`src/rtl/pool_seq_ctrl.sv`:
```
// Sequencing controller for the max-pool datapath: programs the read bridge, queues
// pooled-window positions and hands per-channel-group output addresses to the write bridge.
module pool_seq_ctrl #(
   parameter int ADDR_W = 28,
   parameter int IMG_W  = 64,
   parameter int IMG_H  = 64,
   parameter int CH     = 64,
   parameter int LANES  = 16,
   parameter int POOL_K = 2,
   parameter int STRIDE = 2,
   parameter int DEPTH  = 4
) (
   input  logic                                              clk,
   input  logic                                              rst_n,
   input  logic                                              start,
   input  logic [ADDR_W-1:0]                                 cfg_rd_base,
   input  logic [ADDR_W-1:0]                                 cfg_wr_base,
   output logic                                              busy,
   output logic                                              done,
   output logic                                              err,
   output logic                                              rd_init_en,
   output logic [ADDR_W-1:0]                                 rd_init_addr,
   input  logic                                              rd_pt_en,
   input  logic [$clog2((IMG_W > IMG_H) ? IMG_W : IMG_H)-1:0] rd_ptr,
   input  logic [$clog2((IMG_W > IMG_H) ? IMG_W : IMG_H)-1:0] rd_ptc,
   input  logic                                              rd_img_end,
   output logic                                              rd_stall,
   input  logic                                              wr_addr_rq,
   output logic                                              wr_addr_en,
   output logic [ADDR_W-1:0]                                 wr_addr,
   output logic [$clog2(CH):0]                               wr_bias
);

   localparam int OUT_W = (IMG_W - POOL_K) / STRIDE + 1;
   localparam int OUT_H = (IMG_H - POOL_K) / STRIDE + 1;
   localparam int NGRP  = CH / LANES;
   localparam int PW    = $clog2((IMG_W > IMG_H) ? IMG_W : IMG_H);
   localparam int BW    = $clog2(CH) + 1;
   localparam int SH    = $clog2(STRIDE);
   localparam int FAW   = $clog2(DEPTH);
   localparam int CW    = FAW + 1;
   localparam int GW    = (NGRP > 1) ? $clog2(NGRP) : 1;

   typedef enum logic [2:0] {S_IDLE, S_INIT, S_RUN, S_DRAIN, S_DONE} state_t;

   typedef struct packed {
      logic [PW-1:0] row;
      logic [PW-1:0] col;
   } pos_t;

   state_t            state;
   pos_t              fifo_mem [DEPTH];
   logic [FAW-1:0]    head_ptr;
   logic [FAW-1:0]    tail_ptr;
   logic [CW-1:0]     count;
   logic [GW-1:0]     grp;
   logic [ADDR_W-1:0] wr_base_q;

   int                pt_row;
   int                pt_col;
   logic              pt_ok;
   pos_t              new_pos;
   pos_t              head;
   logic [ADDR_W-1:0] pix_off;

   logic fifo_empty, fifo_full, serve, pop, pt_valid, push, pt_err;

   // Window positions must sit on the stride grid and inside the pooled output.
   always_comb begin
      pt_row  = int'(rd_ptr) >> SH;
      pt_col  = int'(rd_ptc) >> SH;
      pt_ok   = ((int'(rd_ptr) & (STRIDE - 1)) == 0) &&
                ((int'(rd_ptc) & (STRIDE - 1)) == 0) &&
                (pt_row < OUT_H) && (pt_col < OUT_W);
      new_pos = '{row: PW'(pt_row), col: PW'(pt_col)};
   end

   assign fifo_empty = (count == '0);
   assign fifo_full  = (count == CW'(DEPTH));
   assign rd_stall   = fifo_full;

   assign serve    = ((state == S_RUN) || (state == S_DRAIN)) && wr_addr_rq && !fifo_empty;
   assign pop      = serve && (grp == GW'(NGRP - 1));
   assign pt_valid = (state == S_RUN) && rd_pt_en;
   // A full FIFO still takes a position when the head leaves in the same cycle.
   assign push     = pt_valid && pt_ok && (!fifo_full || pop);
   assign pt_err   = pt_valid && !push;

   assign head    = fifo_mem[head_ptr];
   assign pix_off = (ADDR_W'(head.row) * ADDR_W'(OUT_W) + ADDR_W'(head.col)) * ADDR_W'(CH);

   // NOTE: the entry storage has no reset; occupancy is defined entirely by the
   // pointers and count, and an entry is never read before it has been written.
   always_ff @(posedge clk) begin
      if (push) fifo_mem[tail_ptr] <= new_pos;
   end

   always_ff @(posedge clk or negedge rst_n) begin
      if (!rst_n) begin
         state        <= S_IDLE;
         busy         <= 1'b0;
         done         <= 1'b0;
         err          <= 1'b0;
         rd_init_en   <= 1'b0;
         rd_init_addr <= '0;
         wr_addr_en   <= 1'b0;
         wr_addr      <= '0;
         wr_bias      <= '0;
         wr_base_q    <= '0;
         head_ptr     <= '0;
         tail_ptr     <= '0;
         count        <= '0;
         grp          <= '0;
      end else begin
         // NOTE: strobes default low here; a later non-blocking assignment in this
         // block overrides the default for the cycle it must be high.
         rd_init_en <= 1'b0;
         done       <= 1'b0;
         wr_addr_en <= 1'b0;

         if (serve) begin
            wr_addr_en <= 1'b1;
            wr_addr    <= wr_base_q + pix_off;
            wr_bias    <= BW'(grp) * BW'(LANES);
            grp        <= pop ? '0 : grp + GW'(1);
         end

         if (push) tail_ptr <= tail_ptr + FAW'(1);
         if (pop)  head_ptr <= head_ptr + FAW'(1);
         if (push && !pop)      count <= count + CW'(1);
         else if (pop && !push) count <= count - CW'(1);

         if (pt_err) err <= 1'b1;

         case (state)
            S_IDLE: begin
               if (start) begin
                  state        <= S_INIT;
                  busy         <= 1'b1;
                  err          <= 1'b0;
                  wr_base_q    <= cfg_wr_base;
                  rd_init_en   <= 1'b1;
                  rd_init_addr <= cfg_rd_base;
               end
            end
            S_INIT:  state <= S_RUN;
            S_RUN:   if (rd_img_end) state <= S_DRAIN;
            S_DRAIN: if (fifo_empty && (grp == '0)) state <= S_DONE;
            S_DONE: begin
               done  <= 1'b1;
               busy  <= 1'b0;
               state <= S_IDLE;
            end
            default: begin
               state <= S_IDLE;
               busy  <= 1'b0;
            end
         endcase
      end
   end

endmodule

```
`config.mk`:
```
export PLATFORM = sky130hd
export DESIGN_NAME = pool_seq_ctrl
export DESIGN_NICKNAME = d
export VERILOG_FILES = /design/src/rtl/pool_seq_ctrl.sv
export SDC_FILE = /design/constraint.sdc
export NUM_CORES = 1
export LEC_CHECK = 0
export ABC_CLOCK_PERIOD_IN_PS = 3300
export CELL_PAD_IN_SITES_DETAIL_PLACEMENT = 0
export CELL_PAD_IN_SITES_GLOBAL_PLACEMENT = 2
export CORE_ASPECT_RATIO = 1.4
export CORE_UTILIZATION = 34
export DETAILED_ROUTE_END_ITERATION = 8
export MAX_ROUTING_LAYER = met4
export PLACE_DENSITY = 0.86
export SYNTH_ARGS = -nofsm -noshare
export SYNTH_HDL_FRONTEND = slang
export SYNTH_SLANG_ARGS = --single-unit
```
`constraint.sdc`:
```
create_clock -name clk -period 3.3 [get_ports clk]
set_clock_uncertainty 0.1 [all_clocks]
set_input_delay 0.495 -clock clk [delete_from_list [all_inputs] [get_ports clk]]
set_output_delay 0.495 -clock clk [all_outputs]
set_load 0.1 [all_outputs]
```
==> key figures <==
Critical path
  – Nature of the critical path endpoint: flop
  – Crit Path Category: reg2reg
  – Worst-path fanout max: 8
  – Worst R2R Path Depth: 9
  – Critical R2R Capture: wr_addr[25]
  – Arrival time reported for the critical path endpoint: about 3.2 ns
  – R2R setup slack: approximately 0.29 ns
  – Data required time at the worst endpoint: approximately 3.5 ns
  – CP Launch Type: flop
  – Launch instance of the worst register-to-register path: head_ptr[0]

Floorplanning
  – Die area: ~18,000 sq um
  – Chip Height: approximately 160 um
  – Count of pins on the block boundary: 143
  – Core area: 17,500 sq um
  – Die Span X: between 100 and 150 um
  – Standard-cell row count: 57
  – Effective utilization at floorplan: 0.349

Timing
  – Worst hold slack: roughly 0.21 ns
  – Setup violators final: 0
  – RSZ-0062 raised after global routing: no
  – Slew margin rel.: 0.227
  – Time the final worst path needs with I/O delays and setup: around 3.0 ns
  – Max Freq: 0.332 GHz
  – Final Max Tran Viols: 0
  – Hold Violations, Final: 0
  – Slew at the pin with the worst max-slew slack: approximately 1.2 ns
  – Final-layout setup total negative slack: 0 ns
  – Post-route clock period utilization: 0.913

Yosys
  – EDFF count, synth: 40
  – Share of the synthesized netlist area taken by xor and xnor gates: 0.0359
  – Complex-gate fraction of the synthesized area: 0.0573
  – Dominant combinational cell family by area after synthesis: multiplexers
  – Average cell area after synthesis: between 10 and 15 sq um
  – Flip-flop and latch count after synthesis: roughly 140
  – Dominant register cell in the synthesized netlist: dfrtp_1
  – Sequential cell area fraction in the yosys report: 0.620
  – Top cells by area, synth: dfrtp_1 42%, edfxtp_1 20%, mux2_2 10%, mux4_2 3.7%, nand2_1 3.5%
  – Post-synthesis cell count: 442
  – Fraction of the mapped netlist area in simple logic gates: 0.0805
  – Cell Area, Synth: between 6000 and 7000 sq um
  – Post-Synth Adder-Cell Area: 0.0415
  – Library cells used by synthesis: 44
  – Share of Yosys cell area claimed by the top area cell type: 0.423
  – Number of synthesis warnings: 0
  – Cell type with the largest total area after synthesis: dfrtp_1
  – Mux contribution to synthesized area: 0.140
  – Synth async-reset ratio: 0.720

Drt
  – Number of optimization iterations in the first detailed-route pass: 5
  – Detailed-route DRC error count: 0
  – DR vias: around 3.9k
  – Uppermost layer routed: met4
  – Antenna-violating nets left: 0
  – Total length of routed wires: around 13,000 um
  – DR WL/cell: 15.2 um
  – Metal1 wirelength: roughly 5200 um
  – Routed wl met3: around 450 um
  – Iteration-0 DRC count of the detailed router: around 170
  – Met2 WL: just under 7000 um
  – Post-detailed-route via-to-cell ratio: between 4 and 5

Global route
  – First-pass GRT wire length: ~21,000 um
  – Vias in the first global route: a little over 4k
  – Total Routing Usage GR: 0.153
  – Antenna violations before repair: 0
  – Pin count of the biggest net entering global routing: 92
  – Remaining global-route overflow: 0

Cells and area
  – Antenna diode instance count: 0
  – Sequential standard cell area: 3780 sq um
  – Post-route core utilization: 0.474
  – Multi-input gate area: 2200 sq um
  – Net total in the final layout: 683
  – Number of inserted filler cells in the final layout: 1,591
  – Filler-free cell count of the finished design: between 800 and 900
  – Post-synthesis to final-layout area growth: 35.8%
  – Share of final-layout standard cells stronger than drive strength 1: 0.250

Placement
  – DP Wirelength: roughly 9400 um
  – Placer's final routability congestion estimate: just under 0.8
  – Number of instances in the placed design: just over 800
  – Total of buffers placed on input and output ports: 137

Clock tree
  – Max Buffers Root-to-Sink: 2
  – CTS buffer count: 17
  – Buffer cell driving the clock tree root: clkbuf_16
  – Clock latency of the later-clocked register in the worst-skew pair: roughly 0.41 ns
  – Clock tree from TritonCTS: built
  – Clock sink total: between 100 and 150
  – Number of buffers added for setup after CTS: 0
  – Clock edge transition at the registers on the reported setup and hold paths: approximately 0.06 ns
  – Total number of H-tree levels: 4

Hold path
  – Worst hold-check path type: in2async

Run status
  – Outcome: finished, final reports clean

Run
  – Reported max-cap violation count: 0
==> worst max-delay path by stage <==
stage | start | endpoint | slack (ns) | cells past startpoint
finish | head_ptr[0] | wr_addr[25] | 0.29 | 9
global route | head_ptr[0] | wr_addr[16] | 0.07 | 9
CTS | head_ptr[0] | wr_addr[25] | 0.25 | 9
detailed placement | head_ptr[0] | wr_addr[25] | 0.25 | 9
global placement | head_ptr[0] | wr_addr[21] | 0.34 | 9
floorplan | count[1] | count[1] | 0.05 | 6
==> routing by layer <==
layer  up-vias  GRT usage
li1       1859          -
met1      1910      0.175
met2        97      0.256
met3        15     0.0340
met4         0     0.0632
met5         -          -
==> metrics by stage <==
stage	setup slack, ns	cell area, sq um
floorplan	0.0459	6110
global placement	0.338	7650
detailed placement	0.253	7650
CTS	0.246	8270
global route	0.0718	8270
finish	0.286	8270
==> sequential cells by signal, indices dropped and copies added (netlist names), 2 cells and up <==
name / flops
wr_bias: 2
tail_ptr: 2
state: 3
count: 3
fifo_mem: 40
grp: 2
rd_init_addr: 28
head_ptr: 2
wr_base_q: 28
wr_addr: 28
==> worst max-delay path, cell delays in order, from the launching register on <==
cell	delay [ns]
dfrtp_1	0.48
buf_4	0.25
mux4_2	0.51
ha_1	0.35
o21ai_0	0.26
a21oi_1	0.12
a221o_2	0.44
nand3_1	0.12
xor2_1	0.15
o21ai_0	0.08
==> cell families after synthesis <==
| kind of cell | Yosys count |
|---|---|
| fa+ha+maj | 19 |
| mux | 66 |
| compound gates | 55 |
| other cells | 1 |
| buf+inv | 31 |
| flops | 143 |
| xor+xnor | 25 |
| simple gates | 102 |
==> synthesized netlist by cell type (3+ instances only) <==
cell      instances
nand2_1          57
o21ai_0          32
xnor2_1          12
buf_2             7
xor2_1           13
dfrtp_1         103
mux4_2           10
clkbuf_1          8
and3_1            4
a21oi_1           6
and2_1            5
nor3_1            5
or3_1             3
nor2_1            8
edfxtp_1         40
inv_1            10
buf_4             5
nand3_1           5
a21o_1            4
a211oi_1          3
nor3b_1           4
mux2_2           56
ha_1             17
==> repair_timing <==
action                                  CTS  global route
gates resized for setup                   0             1
hold buffers                              0             0
endpoints found under the setup margin    0             1
==> cell type report <==
type | count | share of cell area
well taps | 236 | 0.0357
multi-input cells | 272 | 0.266
flip-flops and latches | 143 | 0.457
clock inverters | 13 | 0.0227
clock buffers | 19 | 0.0523
inverters | 11 | 0.00499
repair buffers | 145 | 0.162
==> cells in the final DEF (no fill, tap or decap), types with 2 or more instances in the layout <==
cell type and n:
nand2b_1 2, nor3b_1 3, nand4_1 2, nor3_1 4, nand2_1 57, clkbuf_16 17, inv_6 2, dfrtp_1 103
clkdlybuf4s50_1 101, xor2_1 13, mux4_2 10, mux2_2 56, a21oi_1 6, a211oi_1 3, fa_1 2, clkinv_4 2
and2_1 5, buf_4 44, a21o_1 4, or3_1 3, o211ai_1 2, bufinv_16 4, xnor2_1 12, nor2_1 8
o21ai_0 32, and3_1 4, conb_1 5, clkinvlp_4 3, clkbuf_1 2, clkinv_2 2, inv_1 10, edfxtp_1 40
ha_1 17, nand3_1 5
Power is left out: the tool's default activity adds up to more than one toggle a clock period on the data nets, which glitch-free logic cannot reach.
